==> config.mk <==
export PLATFORM = sky130hd
export DESIGN_NAME = fft_ctrl
export DESIGN_NICKNAME = d
export VERILOG_FILES = /design/src/rtl/fft_pkg.sv /design/src/rtl/butterfly_mod.sv /design/src/rtl/fft_addr_gen.sv /design/src/rtl/fft_ctrl.sv
export SDC_FILE = /design/constraint.sdc
export NUM_CORES = 2
export LEC_CHECK = 0
export ABC_CLOCK_PERIOD_IN_PS = 5550
export BUFFER_PORTS_ARGS = -buffer_cell sky130_fd_sc_hd__buf_2
export CAP_MARGIN = 10
export CORE_ASPECT_RATIO = 1.25
export CORE_MARGIN = 3
export CORE_UTILIZATION = 25
export DETAILED_ROUTE_END_ITERATION = 6
export GPL_TIMING_DRIVEN = 1
export MAX_ROUTING_LAYER = met4
export PLACE_DENSITY_LB_ADDON = 0.15
export SLEW_MARGIN = 5
export SYNTH_ARGS = -nofsm -noshare
export SYNTH_HDL_FRONTEND = slang
export SYNTH_SLANG_ARGS = --single-unit
export TNS_END_PERCENT = 10
==> constraint.sdc <==
create_clock -name clk -period 5.55 [get_ports clk]
set_input_delay 0 -clock clk [delete_from_list [all_inputs] [get_ports clk]]
set_output_delay 0 -clock clk [all_outputs]
set_load 0.1 [all_outputs]
==> src/rtl/fft_pkg.sv <==
// Shared defaults, state encoding and complex sample layout for the FFT sequencer.
package fft_pkg;

    localparam int FFT_N_LOG2 = 9;
    localparam int FFT_WIDTH  = 16;

    typedef enum logic [1:0] {
        ST_IDLE,
        ST_RUN,
        ST_DRAIN,
        ST_DONE
    } fft_state_t;

    // RAM word layout: real part in the upper half, imaginary in the lower half.
    typedef struct packed {
        logic signed [FFT_WIDTH-1:0] re;
        logic signed [FFT_WIDTH-1:0] im;
    } cplx_t;

endpackage

==> src/rtl/butterfly_mod.sv <==
// Radix-2 DIT butterfly: x1 = a + b*w, x2 = a - b*w, Q1.15 with wrap-around.
// Define FFT_CTRL_SCALE_EN to floor-halve each output component.
module butterfly_mod
    import fft_pkg::*;
#(
    parameter int WIDTH = FFT_WIDTH
) (
    input  logic [2*WIDTH-1:0] i_a,
    input  logic [2*WIDTH-1:0] i_b,
    input  logic [WIDTH-1:0]   i_w_re,
    input  logic [WIDTH-1:0]   i_w_im,
    output logic [2*WIDTH-1:0] o_x1,
    output logic [2*WIDTH-1:0] o_x2
);

    function automatic logic signed [2*WIDTH:0] f_mul(input logic signed [WIDTH-1:0] x,
                                                      input logic signed [WIDTH-1:0] y);
        return (2*WIDTH+1)'(x) * (2*WIDTH+1)'(y);
    endfunction

    function automatic logic [WIDTH-1:0] f_fit(input logic signed [WIDTH+1:0] v);
`ifdef FFT_CTRL_SCALE_EN
        return WIDTH'(v >>> 1);
`else
        return WIDTH'(v);
`endif
    endfunction

    logic signed [WIDTH-1:0]   w_a_re, w_a_im, w_b_re, w_b_im, w_w_re, w_w_im;
    logic signed [2*WIDTH:0]   w_p_rr, w_p_ii, w_p_ri, w_p_ir;
    logic signed [WIDTH:0]     w_bw_re, w_bw_im;
    logic [WIDTH+1:0]          w_a_re_x, w_a_im_x, w_bw_re_x, w_bw_im_x;

    always_comb begin
        w_a_re  = i_a[2*WIDTH-1:WIDTH];
        w_a_im  = i_a[WIDTH-1:0];
        w_b_re  = i_b[2*WIDTH-1:WIDTH];
        w_b_im  = i_b[WIDTH-1:0];
        w_w_re  = i_w_re;
        w_w_im  = i_w_im;
        w_p_rr  = f_mul(w_b_re, w_w_re);
        w_p_ii  = f_mul(w_b_im, w_w_im);
        w_p_ri  = f_mul(w_b_re, w_w_im);
        w_p_ir  = f_mul(w_b_im, w_w_re);
        // Product back to Q1.15 by truncation; one extra bit keeps the -1 * -1 corner.
        w_bw_re = (WIDTH+1)'((w_p_rr - w_p_ii) >>> (WIDTH-1));
        w_bw_im = (WIDTH+1)'((w_p_ri + w_p_ir) >>> (WIDTH-1));
        w_a_re_x  = {{2{w_a_re[WIDTH-1]}}, w_a_re};
        w_a_im_x  = {{2{w_a_im[WIDTH-1]}}, w_a_im};
        w_bw_re_x = {w_bw_re[WIDTH], w_bw_re};
        w_bw_im_x = {w_bw_im[WIDTH], w_bw_im};
        o_x1 = {f_fit(w_a_re_x + w_bw_re_x), f_fit(w_a_im_x + w_bw_im_x)};
        o_x2 = {f_fit(w_a_re_x - w_bw_re_x), f_fit(w_a_im_x - w_bw_im_x)};
    end

endmodule

==> src/rtl/fft_addr_gen.sv <==
// Maps (stage s, butterfly k) to the in-place DIT operand addresses and twiddle index.
module fft_addr_gen
    import fft_pkg::*;
#(
    parameter int N_LOG2 = FFT_N_LOG2,
    parameter int SW     = 4
) (
    input  logic [SW-1:0]     i_s,
    input  logic [N_LOG2-2:0] i_k,
    output logic [N_LOG2-1:0] o_addr_a,
    output logic [N_LOG2-1:0] o_addr_b,
    output logic [N_LOG2-2:0] o_tw_addr
);

    localparam logic [SW-1:0]     S_LAST = SW'(N_LOG2 - 1);
    localparam logic [N_LOG2-1:0] ONE    = N_LOG2'(1);

    logic [N_LOG2-2:0] w_mask;
    logic [N_LOG2-2:0] w_j;
    logic [N_LOG2-2:0] w_g;

    always_comb begin
        w_mask    = ~({(N_LOG2-1){1'b1}} << i_s);
        w_j       = i_k & w_mask;
        w_g       = i_k >> i_s;
        o_addr_a  = ({1'b0, w_g} << i_s << 1'b1) + {1'b0, w_j};
        // Bit s of addr_a is always clear, so the partner sits exactly half above it.
        o_addr_b  = o_addr_a + (ONE << i_s);
        o_tw_addr = w_j << (S_LAST - i_s);
    end

endmodule

==> src/rtl/fft_ctrl.sv <==
// In-place radix-2 DIT FFT sequencer: one butterfly issued per cycle over all stages.
// Define FFT_CTRL_SCALE_EN to halve every butterfly output (total gain 1/N).
module fft_ctrl
    import fft_pkg::*;
#(
    parameter int N_LOG2 = FFT_N_LOG2,
    parameter int WIDTH  = FFT_WIDTH
) (
    input  logic                  clk,
    input  logic                  rst_n,
    input  logic                  start,
    output logic                  busy,
    output logic                  done,
    output logic                  rd_en,
    output logic [N_LOG2-1:0]     rd_addr_a,
    output logic [N_LOG2-1:0]     rd_addr_b,
    input  logic [2*WIDTH-1:0]    rd_data_a,
    input  logic [2*WIDTH-1:0]    rd_data_b,
    output logic [N_LOG2-2:0]     tw_addr,
    input  logic [WIDTH-1:0]      tw_real,
    input  logic [WIDTH-1:0]      tw_imag,
    output logic                  wr_en,
    output logic [N_LOG2-1:0]     wr_addr_a,
    output logic [N_LOG2-1:0]     wr_addr_b,
    output logic [2*WIDTH-1:0]    wr_data_a,
    output logic [2*WIDTH-1:0]    wr_data_b
);

    localparam int                SW     = (N_LOG2 > 1) ? $clog2(N_LOG2) : 1;
    localparam logic [SW-1:0]     S_LAST = SW'(N_LOG2 - 1);
    localparam logic [N_LOG2-2:0] K_LAST = '1;

    fft_state_t          r_state, w_next_state;
    logic [SW-1:0]       r_s;
    logic [N_LOG2-2:0]   r_k;
    logic                r_drain;
    logic [N_LOG2-1:0]   w_addr_a, w_addr_b;
    logic [N_LOG2-2:0]   w_tw_addr;
    logic                r_vld_p1;
    logic [N_LOG2-1:0]   r_addr_a_p1, r_addr_b_p1;
    logic [2*WIDTH-1:0]  w_out1, w_out2;

    fft_addr_gen #(.N_LOG2(N_LOG2), .SW(SW)) u_addr_gen (
        .i_s       (r_s),
        .i_k       (r_k),
        .o_addr_a  (w_addr_a),
        .o_addr_b  (w_addr_b),
        .o_tw_addr (w_tw_addr)
    );

    butterfly_mod #(.WIDTH(WIDTH)) u_bfly (
        .i_a    (rd_data_a),
        .i_b    (rd_data_b),
        .i_w_re (tw_real),
        .i_w_im (tw_imag),
        .o_x1   (w_out1),
        .o_x2   (w_out2)
    );

    always_ff @(posedge clk or negedge rst_n) begin
        if (!rst_n) begin
            r_state <= ST_IDLE;
            r_s     <= '0;
            r_k     <= '0;
            r_drain <= 1'b0;
        end else begin
            r_state <= w_next_state;
            case (r_state)
                ST_IDLE: begin
                    if (start) begin
                        r_s     <= '0;
                        r_k     <= '0;
                        r_drain <= 1'b0;
                    end
                end
                ST_RUN:   r_k <= r_k + 1'b1;
                // Two idle cycles let the last butterfly of the stage land before the next reads.
                ST_DRAIN: begin
                    r_drain <= ~r_drain;
                    if (r_drain && (r_s != S_LAST))
                        r_s <= r_s + 1'b1;
                end
                default: ;
            endcase
        end
    end

    always_comb begin
        w_next_state = r_state;
        busy         = 1'b0;
        done         = 1'b0;
        rd_en        = 1'b0;
        case (r_state)
            ST_IDLE:  if (start) w_next_state = ST_RUN;
            ST_RUN: begin
                busy  = 1'b1;
                rd_en = 1'b1;
                if (r_k == K_LAST) w_next_state = ST_DRAIN;
            end
            ST_DRAIN: begin
                busy = 1'b1;
                if (r_drain) w_next_state = (r_s == S_LAST) ? ST_DONE : ST_RUN;
            end
            ST_DONE: begin
                done         = 1'b1;
                w_next_state = ST_IDLE;
            end
            default: w_next_state = ST_IDLE;
        endcase
    end

    always_comb begin
        rd_addr_a = '0;
        rd_addr_b = '0;
        tw_addr   = '0;
        if (rd_en) begin
            rd_addr_a = w_addr_a;
            rd_addr_b = w_addr_b;
            tw_addr   = w_tw_addr;
        end
    end

    // p1: RAM/ROM data in flight; p2: butterfly result registered onto the write port.
    always_ff @(posedge clk or negedge rst_n) begin
        if (!rst_n) begin
            r_vld_p1    <= 1'b0;
            r_addr_a_p1 <= '0;
            r_addr_b_p1 <= '0;
            wr_en       <= 1'b0;
            wr_addr_a   <= '0;
            wr_addr_b   <= '0;
            wr_data_a   <= '0;
            wr_data_b   <= '0;
        end else begin
            r_vld_p1    <= rd_en;
            r_addr_a_p1 <= rd_addr_a;
            r_addr_b_p1 <= rd_addr_b;
            wr_en       <= r_vld_p1;
            wr_addr_a   <= r_addr_a_p1;
            wr_addr_b   <= r_addr_b_p1;
            wr_data_a   <= w_out1;
            wr_data_b   <= w_out2;
        end
    end

endmodule

==> impl_metrics.env <==
export IMPL_status="finished, violations left"
export IMPL_violations="setup timing"
export IMPL_rsz0062_at_grt="true"
export IMPL_clk_latency_ns=0.52
export IMPL_grt_pass1_wl_mm=227
export IMPL_synth_top_area_share_pct=49.1
export IMPL_slowest_stage="fa_1"
export IMPL_rows=175
export IMPL_syn_area_um2=45900
export IMPL_cp_end_kind="register"
export IMPL_yosysUniqueCellTypes=63
export IMPL_wl_mm=144
export IMPL_cp_data_arrival_time_ns=8.28
export IMPL_dr_pass1_iters=5
export IMPL_drive_gt1_share_pct=20.0
export IMPL_wl_per_cell_um=18.2
export IMPL_synth_edf_count=0
export IMPL_nets=7143
export IMPL_setup_viol=62
export IMPL_cts_tree="done"
export IMPL_yosys_top_cells_area="fa_1, ha_1, inv_1"
export IMPL_synth_top_family_by_area="adder cells"
export IMPL_synth_flop_cell="dfrtp_1"
export IMPL_synth_seq_cells=115
export IMPL_required_ns=5.93
export IMPL_clk_pin_slew_worst_paths_ns=0.08
export IMPL_synthMuxAreaShare_pct=0.518
export IMPL_area_growth_pct=24.0
export IMPL_grt_max_degree=69
export IMPL_cts_sinks=115
export IMPL_place_congestion=0.824
export IMPL_synth_avg_cell_area_um2=9.43
export IMPL_yosys_area_share_simple_pct=14.1
export IMPL_setup_slack_ns=-2.35
export IMPL_synth_xor_xnor_area_share_pct=3.26
export IMPL_skew_ns=0.0173
export IMPL_drtIter0Drc=1250
export IMPL_slew_violations=0
export IMPL_yosys_area_top_type="fa_1"
export IMPL_root_buffer="clkbuf_16"
export IMPL_ys_async_sr_fraction_pct=100
export IMPL_ant_nets=0
export IMPL_fp_dieArea_um2=189000
export IMPL_die_width_um=389
export IMPL_filler_cell_count=19300
export IMPL_numCtsBuffers=17
export IMPL_fin_crit_ns=7.90
export IMPL_max_freq_ghz=0.127
export IMPL_grt_usage_pct=16.4
export IMPL_initial_utilization_pct=25.2
export IMPL_overflow=0
export IMPL_vias_per_cell=4.16
export IMPL_ioPinCount=211
export IMPL_cts_buffer_depth=2
export IMPL_synthesis_nets=6478
export IMPL_slowest_delay_ns=0.59
export IMPL_dp_hpwl_mm=126
export IMPL_seqCellArea_um2=2880
export IMPL_grt_pass1_vias=37500
export IMPL_final_util_pct=31.2
export IMPL_crit_fanout=5
export IMPL_tightest_slew_ns=0.920
export IMPL_routed_via_count=33000
export IMPL_period_share_pct=142
export IMPL_synth_cells=4860
export IMPL_core_area_um2=182000
export IMPL_drcViolationCount=0
export IMPL_timing_hold_ws_ns=0.0621
export IMPL_crit_top_cell="fa_1"
export IMPL_ys_warn_count=0
export IMPL_multi_input_area_um2=38200
export IMPL_h_tree_depth=4
export IMPL_hold_class="input port to async pin"
export IMPL_crit_type="input port to register"
export IMPL_tns_ns=-102.15
export IMPL_cap_viol_max_count=0
export IMPL_io_buffers=210
export IMPL_die_y_um=485
export IMPL_synth_compound_area_share_pct=3.45
export IMPL_finalHoldViolCount=0
export IMPL_slew_headroom_pct=38.6
export IMPL_synth_adder_area_share_pct=59.9
export IMPL_antenna_found_initial=4
export IMPL_yosysSeqAreaShare_pct=6.28
export IMPL_start_kind="input port"
layout make-up:
type / count / share of cell area (%)
Clock inverter: 15 / 0.299
Timing Repair Buffer: 869 / 12.8
Multi-Input combinational cell: 3220 / 67.2
Tap cell: 2389 / 5.26
Sequential cell: 115 / 5.06
Inverter: 1302 / 8.61
Clock buffer: 17 / 0.748
Antenna cell: 4 / 0.0176
final timing paths:
kind                               start             end  depth (start not counted)  slack [ns]
setup / recovery              tw_real[1]   wr_data_b[31]                         36       -2.35
hold / removal                     rst_n          r_k[5]                          2        0.06
setup reg to reg                  r_s[1]  r_addr_b_p1[8]                         18        0.90
hold reg to reg                 r_vld_p1           wr_en                          0        0.34
max in group asynchronous          rst_n   wr_data_a[31]                          3        4.19
min in group clk           rd_data_a[23]   wr_data_a[23]                          4        0.06
worst max-delay path, delay by kind of cell:
kind	cells	cell delay, ns
compound gates	11	1.96
xor+xnor	2	0.33
fa+ha+maj	10	4.67
buf+inv	10	0.99
simple gates	3	0.31
cell usage in the layout, fill, tap and decap left out, types with 14 or more instances in the layout:
| cell type | instances |
|---|---|
| ha_4 | 14 |
| buf_6 | 45 |
| and2_1 | 526 |
| xor2_1 | 34 |
| and2_4 | 19 |
| nand2_1 | 452 |
| xnor2_1 | 114 |
| inv_2 | 19 |
| buf_2 | 162 |
| clkbuf_16 | 20 |
| inv_1 | 1277 |
| buf_4 | 565 |
| fa_2 | 29 |
| a21o_1 | 18 |
| nor3_1 | 21 |
| o21ai_0 | 24 |
| dfrtp_1 | 114 |
| ha_1 | 369 |
| dlygate4sd3_1 | 26 |
| nor2b_1 | 23 |
| a21oi_1 | 56 |
| buf_12 | 58 |
| nor2_1 | 106 |
| nand2b_1 | 33 |
| a21oi_2 | 36 |
| fa_1 | 1096 |
| o21bai_1 | 19 |
metrics by stage:
step	area [um^2]	std cells	worst slack [ns]
2_1_floorplan	46100	4860	-2.71
3_3_place_gp	54300	7828	-3.53
3_5_place_dp	54300	7828	-3.48
4_1_cts	56300	7909	-2.34
5_1_grt	56900	7930	-2.67
6_report	56900	7931	-2.35
synth_stat cells, drive strengths merged, types with 18 or more instances:
library cell  number
fa              1125
a21o              18
nor2b             27
ha               394
clkbuf           210
xor2              43
xnor2            127
nor3              26
and2             545
o21ai             36
nand2b            34
inv             1299
a21oi             93
dfrtp            115
nand2            458
o21bai            21
nor2             114
per-layer routing:
layer | vias up | GRT usage, % | wire length, um
met5 | - | - | 0
met4 | 0 | 3.93 | 3430
li1 | 15200 | - | -
met2 | 396 | 28.7 | 75000
met3 | 99 | 1.64 | 3800
met1 | 17300 | 20.4 | 62000
sequential cells by signal, indices dropped and copies added (netlist names):
name / flops
r_addr_a_p1: 9
r_addr_b_p1: 9
r_drain: 1
r_k: 8
r_s: 4
r_state: 2
r_vld_p1: 1
wr_addr_a: 9
wr_addr_b: 9
wr_data_a: 31
wr_data_b: 31
wr_en: 1
kinds of logic (layout without fill, tap and decap cells):
kind of cell | Yosys count | after routing
AO/OA/AOI/OAI | 246 | 246
XOR/XNOR | 170 | 170
adder cells (fa/ha/maj) | 1519 | 1519
buffers and inverters | 1525 | 2203
flip-flops | 115 | 115
multiplexers | 17 | 17
other | 1 | 5
AND/OR/NAND/NOR | 1267 | 1267
repair_timing:
| action | 4_1_cts | 5_1_grt |
|---|---|---|
| gates resized for setup | 254 | 85 |
| pin swaps | 144 | 86 |
| buffers inserted | 21 | 15 |
| gates cloned | 3 | 3 |
| endpoints found under the setup margin | 63 | 63 |
| endpoints found under the hold margin | 113 | 0 |
| hold buffers | 26 | 0 |
Power is not shown: default switching activity piles up to over one toggle a cycle in this logic, so the estimate is an artifact.
